[config.mk]
export PLATFORM = sky130hd
export DESIGN_NAME = inst_fetcher
export DESIGN_NICKNAME = d
export VERILOG_FILES = /design/src/rtl/inst_fetcher.sv
export SDC_FILE = /design/constraint.sdc
export NUM_CORES = 1
export LEC_CHECK = 0
export ABC_AREA = 1
export CORE_ASPECT_RATIO = 1.75
export CORE_MARGIN = 2
export CORE_UTILIZATION = 25
export DETAILED_ROUTE_END_ITERATION = 6
export DONT_BUFFER_PORTS = 1
export PLACE_DENSITY = 0.38
export SKIP_LAST_GASP = 1
export SLEW_MARGIN = 10
export SYNTH_ARGS = -nofsm -noshare
export SYNTH_HDL_FRONTEND = slang
export SYNTH_SLANG_ARGS = --single-unit
[constraint.sdc]
create_clock -name clk -period 1.9 [get_ports clk]
set_input_delay 0.095 -clock clk [delete_from_list [all_inputs] [get_ports clk]]
set_output_delay 0.095 -clock clk [all_outputs]
set_load 0.03 [all_outputs]
[src/rtl/inst_fetcher.sv]
// inst_fetcher: PC owner that probes the Icache, requests misses from memory and delivers {pc, inst}
module inst_fetcher #(
  parameter logic [31:0] RESET_PC = 32'h0
) (
  input  logic        clk,
  input  logic        rst,
  input  logic        rdy,
  output logic [31:0] ic_addr,
  input  logic        ic_hit,
  input  logic [31:0] ic_inst,
  output logic        mc_req,
  output logic [31:0] mc_addr,
  input  logic        mc_done,
  input  logic [31:0] mc_data,
  input  logic        iq_full,
  input  logic        flush,
  input  logic [31:0] flush_pc,
  output logic        if_valid,
  output logic [31:0] if_inst,
  output logic [31:0] if_pc
);
  typedef enum logic [1:0] {FETCH, MISS, DROP} state_t;
  state_t state;
  logic [31:0] pc, miss_addr;
  logic unused_data;
  assign unused_data = ^mc_data;
  assign ic_addr = state == FETCH ? pc : miss_addr;
  // MISS and DROP differ only in whether the refill is still wanted; both wait for mc_done
  always_ff @(posedge clk)
    if (rst) begin
      pc <= RESET_PC;
      state <= FETCH;
      mc_req <= 1'b0;
      mc_addr <= 32'h0;
      miss_addr <= 32'h0;
      if_valid <= 1'b0;
      if_inst <= 32'h0;
      if_pc <= 32'h0;
    end else if (rdy) begin
      if_valid <= 1'b0;
      if (state == FETCH) begin
        if (flush) pc <= flush_pc;
        else if (ic_hit && !iq_full) begin
          if_valid <= 1'b1;
          if_inst <= ic_inst;
          if_pc <= pc;
          pc <= pc + 32'd4;
        end else if (!ic_hit) begin
          miss_addr <= pc;
          mc_addr <= pc;
          mc_req <= 1'b1;
          state <= MISS;
        end
      end else begin
        if (flush) pc <= flush_pc;
        if (mc_done) begin
          mc_req <= 1'b0;
          state <= FETCH;
        end else if (flush) state <= DROP;
      end
    end
endmodule

-- After elaboration in Yosys (flattened, before gate mapping)
Cells that the tools add are included.
- input bits: 103
- bits in registers: 132
- eq/ne operators: 3
- reduce and logical (&&, ||, !) cells: 12
- muxes and demuxes: 19
- add/subtract/negate cells: 1
- bitwise logic cells: 3
- operators by type and width (operator ; count):
    $mux W32 ; 5
    $add A32 B3 Y32 const B ; 1
    $reduce_and A5 Y1 ; 3
    $mux W2 ; 6
    $mux W1 ; 8
    $ne A2 B2 Y1 const B ; 3
    $reduce_bool A2 Y1 ; 3
    $reduce_and A4 Y1 ; 1
    $not A1 Y1 ; 3
    $reduce_and A3 Y1 ; 1
    $reduce_bool A3 Y1 ; 1
    $logic_not A2 Y1 ; 1
    $logic_and A1 B1 Y1 ; 1
    $logic_not A1 Y1 ; 1

-- Longest topological paths before layout
Gate-level depths: netlist of the first run.
- depth in word-level cells: 5
- gate-level depth with buffers: 10
- mapped depth without buffers: 10

-- Least setup slack after synthesis of the first run
OpenSTA, ideal clock, no wires.
- path kind: flip-flop to output port
- start: register state[1]
- end: output ic_addr[0]
- data required time: 1.805 ns
- stages on the path, launching flop included: 5
- arrival time: 1.510 ns
- path buffers: 2
- path slack: 0.295 ns
- cells stage by stage: dfxtp_1 nor2_4 clkbuf_1 buf_1 o21ai_0
- cells in the longest elaborated chain, start to end: 2
- ends and longest elaborated chain (element ; RTL line ; RTL):
    from (decl) ; 23 ; state_t state;
    from (signal assigned) ; 32 ; state <= FETCH;
    from (signal assigned) ; 52 ; state <= MISS;
    from (signal assigned) ; 58 ; state <= FETCH;
    $logic_not A2 Y1 ; 27 ; assign ic_addr = state == FETCH ? pc : miss_addr;
    $mux W32 ; 27 ;
    to (decl) ; 8 ; output logic [31:0] ic_addr,
No other way between the ends.

-- Worst setup path in the final report of the first run
- start: input rdy
- end: register pc[1]
- cells in the longest elaborated chain, start to end: 1
- ends and longest elaborated chain (element ; RTL line ; RTL):
    from (decl) ; 7 ; input logic rdy,
    $reduce_and A3 Y1 (no line) ; - ;
    to (signal assigned) ; 42 ; if (flush) pc <= flush_pc;
    to (signal assigned) ; 47 ; pc <= pc + 32'd4;
    to (signal assigned) ; 55 ; if (flush) pc <= flush_pc;
    to (decl) ; 24 ; logic [31:0] pc, miss_addr;
No other way between the ends.
A chain may end at the register's enable or synchronous reset.

==> results of run 1 <==
-- worst max-delay path by stage --
stage | to | slack (ps) | cells after the start
2_1_floorplan | ic_addr[0] | 300 | 4
3_3_place_gp | pc[26] | 270 | 10
3_5_place_dp | pc[26] | 260 | 10
4_1_cts | ic_addr[25] | 70 | 5
5_1_grt | ic_addr[25] | 20 | 5
6_report | pc[1] | 140 | 6
-- repair_timing --
item / 4_1_cts / 5_1_grt
endpoints found under the hold margin: 67 / 0
endpoints found under the setup margin: 0 / 1
hold buffers: 71 / 0
-- area by class of cell --
class	instances	share of cell area
clock buffers	24	0.05685
inverters	132	0.05971
repair buffers	150	0.1671
flip-flops and latches	132	0.3185
multi-input cells	610	0.3442
well taps	312	0.04704
clock inverters	6	0.006634
-- sequential cells by signal (all words and copies together) (netlist names) --
name       flops
if_inst       32
if_pc         32
if_valid       1
mc_req         1
miss_addr     32
pc            32
state          2
-- through the flow --
stage | cell area [sq um] | total power, W
after floorplan | 6274 | 0.004108
after global placement | 7000 | 0.004522
after detailed placement | 7000 | 0.004527
after CTS | 8248 | 0.007812
after global routing | 8298 | 0.008095
final | 8298 | 0.007704
-- worst reg2reg max path, stage by stage, from the launching register on --
cell	delay (ps)
dfxtp_1	330
nor2_4	270
inv_2	110
nor2_8	140
nand3_4	70
buf_4	310
o21ai_0	300
a21oi_1	70
-- routing by layer --
| metal | GRT usage | vias up |
|---|---|---|
| li1 | - | 3198 |
| met1 | 0.1752 | 2810 |
| met2 | 0.3225 | 139 |
| met3 | 0.04734 | 27 |
| met4 | 0.06270 | 0 |
| met5 | 0 | - |
-- logic make-up (layout without fill, tap and decap cells) --
| logic type | Yosys count | count (layout) |
|---|---|---|
| simple gates | 319 | 319 |
| compound gates | 286 | 286 |
| fa+ha+maj | 1 | 1 |
| xor+xnor | 4 | 4 |
| flops | 132 | 132 |
| buf+inv | 187 | 312 |
-- cells in the mapped netlist (3+ instances only) --
library cell | n | area, sq um
o211ai_1 | 4 | 30.03
nor2_4 | 4 | 45.04
clkbuf_1 | 19 | 71.32
nand3_1 | 32 | 160.2
buf_1 | 3 | 11.26
dfxtp_1 | 132 | 2643
inv_2 | 5 | 18.77
buf_2 | 25 | 125.1
xnor2_1 | 4 | 35.03
buf_4 | 3 | 22.52
nand2_1 | 178 | 668.1
a21oi_1 | 133 | 665.6
nor2_2 | 5 | 31.28
nor2_1 | 84 | 315.3
o21ai_1 | 12 | 60.06
buf_6 | 5 | 56.30
o21ai_0 | 131 | 655.6
inv_1 | 127 | 476.7
nand4_1 | 4 | 25.02
-- power groups by stage --
stage	registers, W	logic (W)	clock network, W
after CTS	0.00336	0.00125	0.00320
after global routing	0.00337	0.00142	0.00330
after detailed placement	0.00342	0.00111	0
after floorplan	0.00337	0.000741	0
final	0.00335	0.00128	0.00307
after global placement	0.00342	0.00110	0
-- placed cells by master (no fill, tap or decap), types with 5 or more instances in the layout --
master | netlist | layout
a21oi_1 | 133 | 133
buf_4 | 3 | 74
clkbuf_1 | 19 | 5
clkbuf_16 | 0 | 19
clkinv_2 | 0 | 5
dfxtp_1 | 132 | 132
dlygate4sd3_1 | 0 | 70
inv_1 | 127 | 126
inv_2 | 5 | 6
nand2_1 | 178 | 178
nand3_1 | 32 | 32
nor2_1 | 84 | 84
nor2_2 | 5 | 5
o21ai_0 | 131 | 131
o21ai_1 | 12 | 12
==> results.yml, run 1 <==
status:
  status: "finished clean"
power:
  sw_frac_of_total: 0.3136
  p_per_area_nw_per_um2: 928.4
  internal_power_w: 0.005288
  pwr-share-clk: 0.399
  p_comb_frac: 0.166
  power.switching_w: 0.002416
  pwr-share-seq: 0.435
  leakage_nw: 3.114
  peakVddDrop_mv: 0.6181
final_layout:
  area_delta_synth_final_pct: 32.27
  multiInputGateArea_sq_um: 2856
  layout-drive-gt1-share: 0.1224
  regArea_sq_um: 2643
  final_core_util: 0.3369
  fill_cells: 2772
  fin_nets: 1147
  diodes: 0
  fin_cells: 1366
sta:
  fin_crit_ps: 1762
  setup_slack_ps: 138.0
  max_freq_mhz: 567.5
  setup_viol_count_final: 0
  tns_ps: 0
  fin_hold_ws_ps: 93.50
  maxSlewViolCount: 0
  rsz0062_at_grt: "false"
  final_hold_viol_count: 0
  post-route-period-util: 0.9274
  skew_ps: 10.05
  worstMarginPinSlew_ps: 602.7
  slew_headroom: 0.5982
drt:
  ant_nets: 0
  vias_per_cell: 4.520
  wirelength_microns: 23340
  wl_per_cell_microns: 17.08
  vias: 6174
  routed.top_layer: "met4"
  drt-initial-drc-count: 333
  dr_wl_met2_microns: 12840
  wl_met1_microns: 8675
  met3RoutedLength_microns: 1269
  drc: 0
  dr.pass1.iters: 4
worst_hold_path:
  hold_path_end: "state[1]"
  hp-class: "primary input to flip-flop"
  min_from: "mc_done"
  whs_path_depth: 5
yosys:
  synth_cell_type_count: 33
  async_flop_share: 0
  synth_top_family_by_area: "compound AO/OA/AOI/OAI gates"
  synth-simple-area-share: 0.2144
  yosys_warnings: 0
  yosys-mux-area-fraction: 0
  avgSynthCellArea_sq_um: 6.753
  ys_ff_latch: 132
  synthAdderAreaFrac: 0.001994
  synth_edf_count: 0
  synth-compound-area-share: 0.2321
  syn_inst: 929
  synth.net_count: 1033
  synthFlopType: "dfxtp_1"
  synth_seq_area_share: 0.4212
  synth-xor-area-share: 0.005584
  netlist_area_sq_um: 6274
place:
  place_hpwl_microns: 16550
  dp_worst_setup_slack_ps: 262.8
  globalplace.congestion: 0.8337
  dp_cells: 1263
  numPortBuffers: 0
critical_path:
  crit_path_cell_trace: "dlygate4sd3_1 -> nand2_1 -> o21ai_0 -> dlygate4sd3_1 -> nor2_1 -> dlygate4sd3_1"
  cp.required_ps: 2220
  cp_slowest_stage_delay_ps: 570
  worst-path-max-fanout: 5
  critPathTopFamily: "buffers and inverters"
  crit_buf_inv: 3
  cp-start-kind: "primary input"
  r2r_end: "if_pc[16]"
  rr_worst_depth: 7
  crit_path_end_kind: "flip-flop"
  slowest_stage: "dlygate4sd3_1"
  setup.worst_path.start: "rdy"
  r2r_setup_slack_ps: 170
  crit_top_cell: "dlygate4sd3_1"
  arrival_ps: 2080
  path_class: "primary input to flip-flop"
  reg2reg_from: "state[1]"
clocking:
  clkTransAtPathRegs_ps: 60
  root_buffer: "clkbuf_16"
  cts_sinks: 132
  clk_latency_ps: 440
  cts_max_level: 4
  cts_buffers: 17
  cts_tree: "built"
  post_cts.repair.setup_buffers: 0
  ctsResizeCount: 0
  clockBufferDepth: 2
global_routing:
  grt_pass1_vias: 5797
  grt_max_degree: 69
  grt_pass1_wl_microns: 33150
  overflow: 0
  grt_util_all_layers: 0.1708
  antenna_found_initial: 0
floorplan:
  dieHeight_microns: 213.6
  ios: 233
  initial_core_util: 0.2547
  row_count: 76
  die_area_sq_um: 26430
  core_area_sq_um: 24630
  dieWidth_microns: 123.7
flow_run:
  drv_cap: 0
Note: power is estimated with default switching activity, not from simulation.
==> inputs of run 2 (changes only) <==
- PLACE_DENSITY: 0.38 -> default
- PLACE_DENSITY_LB_ADDON: default -> 0.1
==> run 2 against run 1 <==
  * Die area did not move
  * Non-clock buffer count fell by 4
  * Sequential cell count did not move
  * Global-route usage rose by 0.59 points
  * Core utilization rose by 0.34 points
  * Critical endpoint is now ic_addr[13]
  * Clock power rose by 16%
  * Clock-buffer cell count fell by 5
  * Fmax fell by 2.0%
  * Register-to-register slack improved by 70 ps
  * Sequential power barely moved
  * Setup slack got worse by 37 ps
  * Combinational power barely moved
==> results.yml, run 2 (synthesized netlist as in run 1, its figures left out) <==
sta:
  tns_ps: 0
  rsz0062_at_grt: "false"
  worstMarginPinSlew_ps: 501.3
  post-route-period-util: 0.9467
  final_hold_viol_count: 0
  maxSlewViolCount: 0
  fin_crit_ps: 1799
  setup_viol_count_final: 0
  skew_ps: 5.298
  fin_hold_ws_ps: 22.48
  max_freq_mhz: 556.0
  slew_headroom: 0.6658
drt:
  ant_nets: 0
  drc: 0
  vias_per_cell: 4.515
  wirelength_microns: 22870
  vias: 6158
  dr.pass1.iters: 4
  drt-initial-drc-count: 307
  wl_per_cell_microns: 16.76
floorplan:
  dieWidth_microns: 123.7
  initial_core_util: 0.2547
  die_area_sq_um: 26430
  ios: 233
  core_area_sq_um: 24630
  row_count: 76
  dieHeight_microns: 213.6
critical_path:
  slowest_stage: "dfxtp_1"
  path_class: "flip-flop to output port"
  cp-start-kind: "flip-flop"
  arrival_ps: 1700
  worst-path-max-fanout: 2
  crit_path_end_kind: "output port"
  cp_slowest_stage_delay_ps: 580
  critPathTopFamily: "flip-flops"
  crit_buf_inv: 2
  crit_path_cell_trace: "inv_1 -> o21ai_0 -> buf_4"
  cp.required_ps: 1800
place:
  numPortBuffers: 0
  place_hpwl_microns: 16720
  globalplace.congestion: 0.8285
global_routing:
  grt_pass1_vias: 6096
  grt_max_degree: 130
  overflow: 0
  grt_pass1_wl_microns: 34240
  grt_util_all_layers: 0.1767
  antenna_found_initial: 0
clocking:
  cts_buffers: 17
  clockBufferDepth: 2
  root_buffer: "clkbuf_16"
  cts_max_level: 4
  clk_latency_ps: 440
  post_cts.repair.setup_buffers: 0
  cts_sinks: 132
  clkTransAtPathRegs_ps: 60
  cts_tree: "built"
worst_hold_path:
  hp-class: "primary input to flip-flop"
power:
  peakVddDrop_mv: 0.6487
  leakage_nw: 3.134
  finalPower_w: 0.008171
  p_per_area_nw_per_um2: 974.9
final_layout:
  layout-drive-gt1-share: 0.1255
  final_common_cell: "nand2_1"
  final_core_util: 0.3403
  fin_nets: 1143
  diodes: 0
  area_delta_synth_final_pct: 33.61
  layout_common_cells: "178 x nand2_1, 133 x a21oi_1, 132 x dfxtp_1"
flow_run:
  drv_cap: 0
status:
  status: "finished clean"
run 2: final timing paths:
check,from,cells past startpoint,endpoint,slack [ps]
worst min-delay path,flush,4,pc[10],20
worst max-delay path,miss_addr[13],3,ic_addr[13],100
worst min register to register,miss_addr[14],2,miss_addr[14],470
worst max register to register,state[1],7,if_pc[17],240
run 2: layer usage:
metal,up-vias,track usage,share of wire
met2,161,0.3302,0.54
met4,0,0.07915,0.032
met5,-,0,0
li1,3201,-,-
met3,31,0.04122,0.052
met1,2765,0.1830,0.38
run 2: stage by stage:
stage          area, sq um  setup slack (ps)  std cells
3_3_place_gp          7030             219.8       1262
6_report              8382             101.3       1364
4_1_cts               8369             24.40       1364
5_1_grt               8382             20.01       1364
2_1_floorplan         6274             295.0        929
3_5_place_dp          7030             231.9       1262
run 2: repair_timing:
item / 4_1_cts / 5_1_grt
endpoints found under the setup margin: 2 / 2
gates resized for setup: 1 / 3
hold endpoints to repair: 67 / 0
hold buffers: 70 / 0
run 2: tightest hold or removal path, delay by kind of cell:
family / cells / cell delay, ps
and+or+nand+nor: 2 / 100
buffers and inverters: 1 / 160
AOI/OAI and AO/OA: 1 / 50
run 2: final cells by class:
| type | count | area [sq um] |
|---|---|---|
| Clock buffer | 19 | 442.9 |
| Clock inverter | 13 | 181.4 |
| Fill cell | 2699 | 16250 |
| Inverter | 132 | 495.5 |
| Multi-Input combinational cell | 610 | 2856 |
| Sequential cell | 132 | 2643 |
| Tap cell | 312 | 390.4 |
| Timing Repair Buffer | 146 | 1373 |
run 2: where the power goes:
part	switching, W	leakage, nW	total (W)	internal, W
combinational	0.000768	1.75	0.00127	0.000498
clock	0.00133	0.303	0.00356	0.00223
sequential	0.000400	1.08	0.00335	0.00295
total	0.00250	3.13	0.00817	0.00567
==> inputs of run 3 (changes only) <==
- SETUP_SLACK_MARGIN: default -> 0.5
==> run 3 against run 2 <==
  * Sequential power barely moved
  * Cell area rose by 21%
  * Non-clock buffer count rose by 48
  * First-iteration DRC count rose by 12%
  * Critical endpoint is now miss_addr[3]
  * Fmax rose by 4.9%
  * Critical path depth rose by 6
  * Combinational power rose by 55%
  * Routed wire length rose by 31%
  * Critical path type is now flip-flop to flip-flop
  * Clock power fell by 13%
  * Clock skew rose by 3.8 ps
==> results.yml, run 3 (synthesized netlist as in run 1, its figures left out) <==
global_routing:
  grt_pass1_vias: 6116
  antenna_found_initial: 0
  grt_util_all_layers: 0.1930
  grt_pass1_wl_microns: 36830
  grt_max_degree: 73
  overflow: 0
critical_path:
  crit_path_end_kind: "flip-flop"
  rr_worst_depth: 9
  reg2reg_from: "state[1]"
  worst-path-max-fanout: 8
  path_class: "flip-flop to flip-flop"
  cp-start-kind: "flip-flop"
  slowest_stage: "dfxtp_2"
  arrival_ps: 2040
  cp.depth: 9
  crit_buf_inv: 3
  setup.worst_path.start: "state[1]"
  critPathTopFamily: "simple AND/OR/NAND/NOR gates"
  cp_slowest_stage_delay_ps: 330
  crit_path_cell_trace: "nor2_4 -> buf_6 -> buf_6 -> nor2_4 -> nor3_4 -> nand2_4 -> clkbuf_16 -> o21ai_0 -> a21oi_1"
  cp.required_ps: 2230
final_layout:
  layout-drive-gt1-share: 0.3215
  diodes: 0
  layout_common_cells: "166 x nand2_1, 123 x inv_1, 117 x dfxtp_1"
  fin_nets: 1191
  fill_cells: 2567
  area_delta_synth_final_pct: 62.17
  final_common_cell: "nand2_1"
sta:
  maxSlewViolCount: 0
  post-route-period-util: 0.9028
  worstMarginPinSlew_ps: 439.6
  skew_ps: 9.048
  slew_headroom: 0.7069
  final_hold_viol_count: 0
  max_freq_mhz: 583.0
  fin_hold_ws_ps: 23.14
  setup_viol_count_final: 0
  rsz0062_at_grt: "true"
  fin_crit_ps: 1715
  tns_ps: 0
floorplan:
  core_area_sq_um: 24630
  die_area_sq_um: 26430
  ios: 233
  dieHeight_microns: 213.6
  dieWidth_microns: 123.7
  row_count: 76
  initial_core_util: 0.2547
clocking:
  cts_sinks: 132
  cts_max_level: 4
  clockBufferDepth: 2
  cts_buffers: 17
  clkTransAtPathRegs_ps: 60
  cts_tree: "built"
  root_buffer: "clkbuf_16"
  clk_latency_ps: 450
drt:
  wirelength_microns: 29980
  dr.pass1.iters: 5
  ant_nets: 0
  wl_per_cell_microns: 21.27
  drc: 0
  drt-initial-drc-count: 345
  vias_per_cell: 4.762
  vias: 6714
worst_hold_path:
  min_from: "flush_pc[23]"
  hp-class: "primary input to flip-flop"
  whs_path_depth: 4
flow_run:
  drv_cap: 0
status:
  status: "finished clean"
power:
  p_per_area_nw_per_um2: 830.8
  leakage_nw: 3.798
  peakVddDrop_mv: 0.6516
place:
  numPortBuffers: 0
  place_hpwl_microns: 16680
  globalplace.congestion: 0.8353
-- run 3: layout make-up --
class | instances | area, sq um | share of cell area
Tap cell | 312 | 390.4 | 0.03837
Clock inverter | 6 | 55.05 | 0.005411
Clock buffer | 24 | 471.7 | 0.04637
Sequential cell | 132 | 2666 | 0.2621
Inverter | 132 | 504.2 | 0.04956
Multi-Input combinational cell | 610 | 3612 | 0.3551
Timing Repair Buffer | 194 | 2474 | 0.2431
-- run 3: timing repair --
action,in CTS,in global routing
buffers inserted,16,12
pin swaps,5,31
hold buffers,67,0
setup endpoints to repair,160,162
endpoints found under the hold margin,67,0
cloned,8,24
resized for setup,78,260
-- run 3: path summary, 6_finish.rpt --
kind | to | slack (ps)
max | miss_addr[3] | 180
min | pc[23] | 20
max reg2reg | miss_addr[3] | 180
min reg2reg | state[0] | 500
-- run 3: tightest hold or removal path, stage by stage --
cell	delay, ps
nor2_1	50
nor2_4	100
nand2_2	80
a21oi_2	110
-- run 3: power by group --
group | leakage (nW) | switching [W] | internal [W]
clock | 0.263 | 0.00127 | 0.00184
sequential | 1.08 | 0.000419 | 0.00295
combinational | 2.45 | 0.00110 | 0.000874
total | 3.80 | 0.00279 | 0.00566
-- run 3: per-stage QoR --
stage	cell area (sq um)	power [W]	util	cells	worst slack, ps
2_1_floorplan	6320	0.004134	-	929	295.0
3_3_place_gp	6997	0.004525	0.2841	1253	220.0
3_5_place_dp	6997	0.004530	0.2841	1253	220.6
4_1_cts	8827	0.008117	0.3584	1374	177.1
5_1_grt	10170	0.008788	0.4131	1410	104.6
6_report	10170	0.008453	0.4131	1410	184.6
-- run 3: layer usage --
layer	global-route usage	part of all wire
met5	0	0
met4	0.07249	0.021
met3	0.04043	0.042
met2	0.3770	0.60
met1	0.1946	0.34
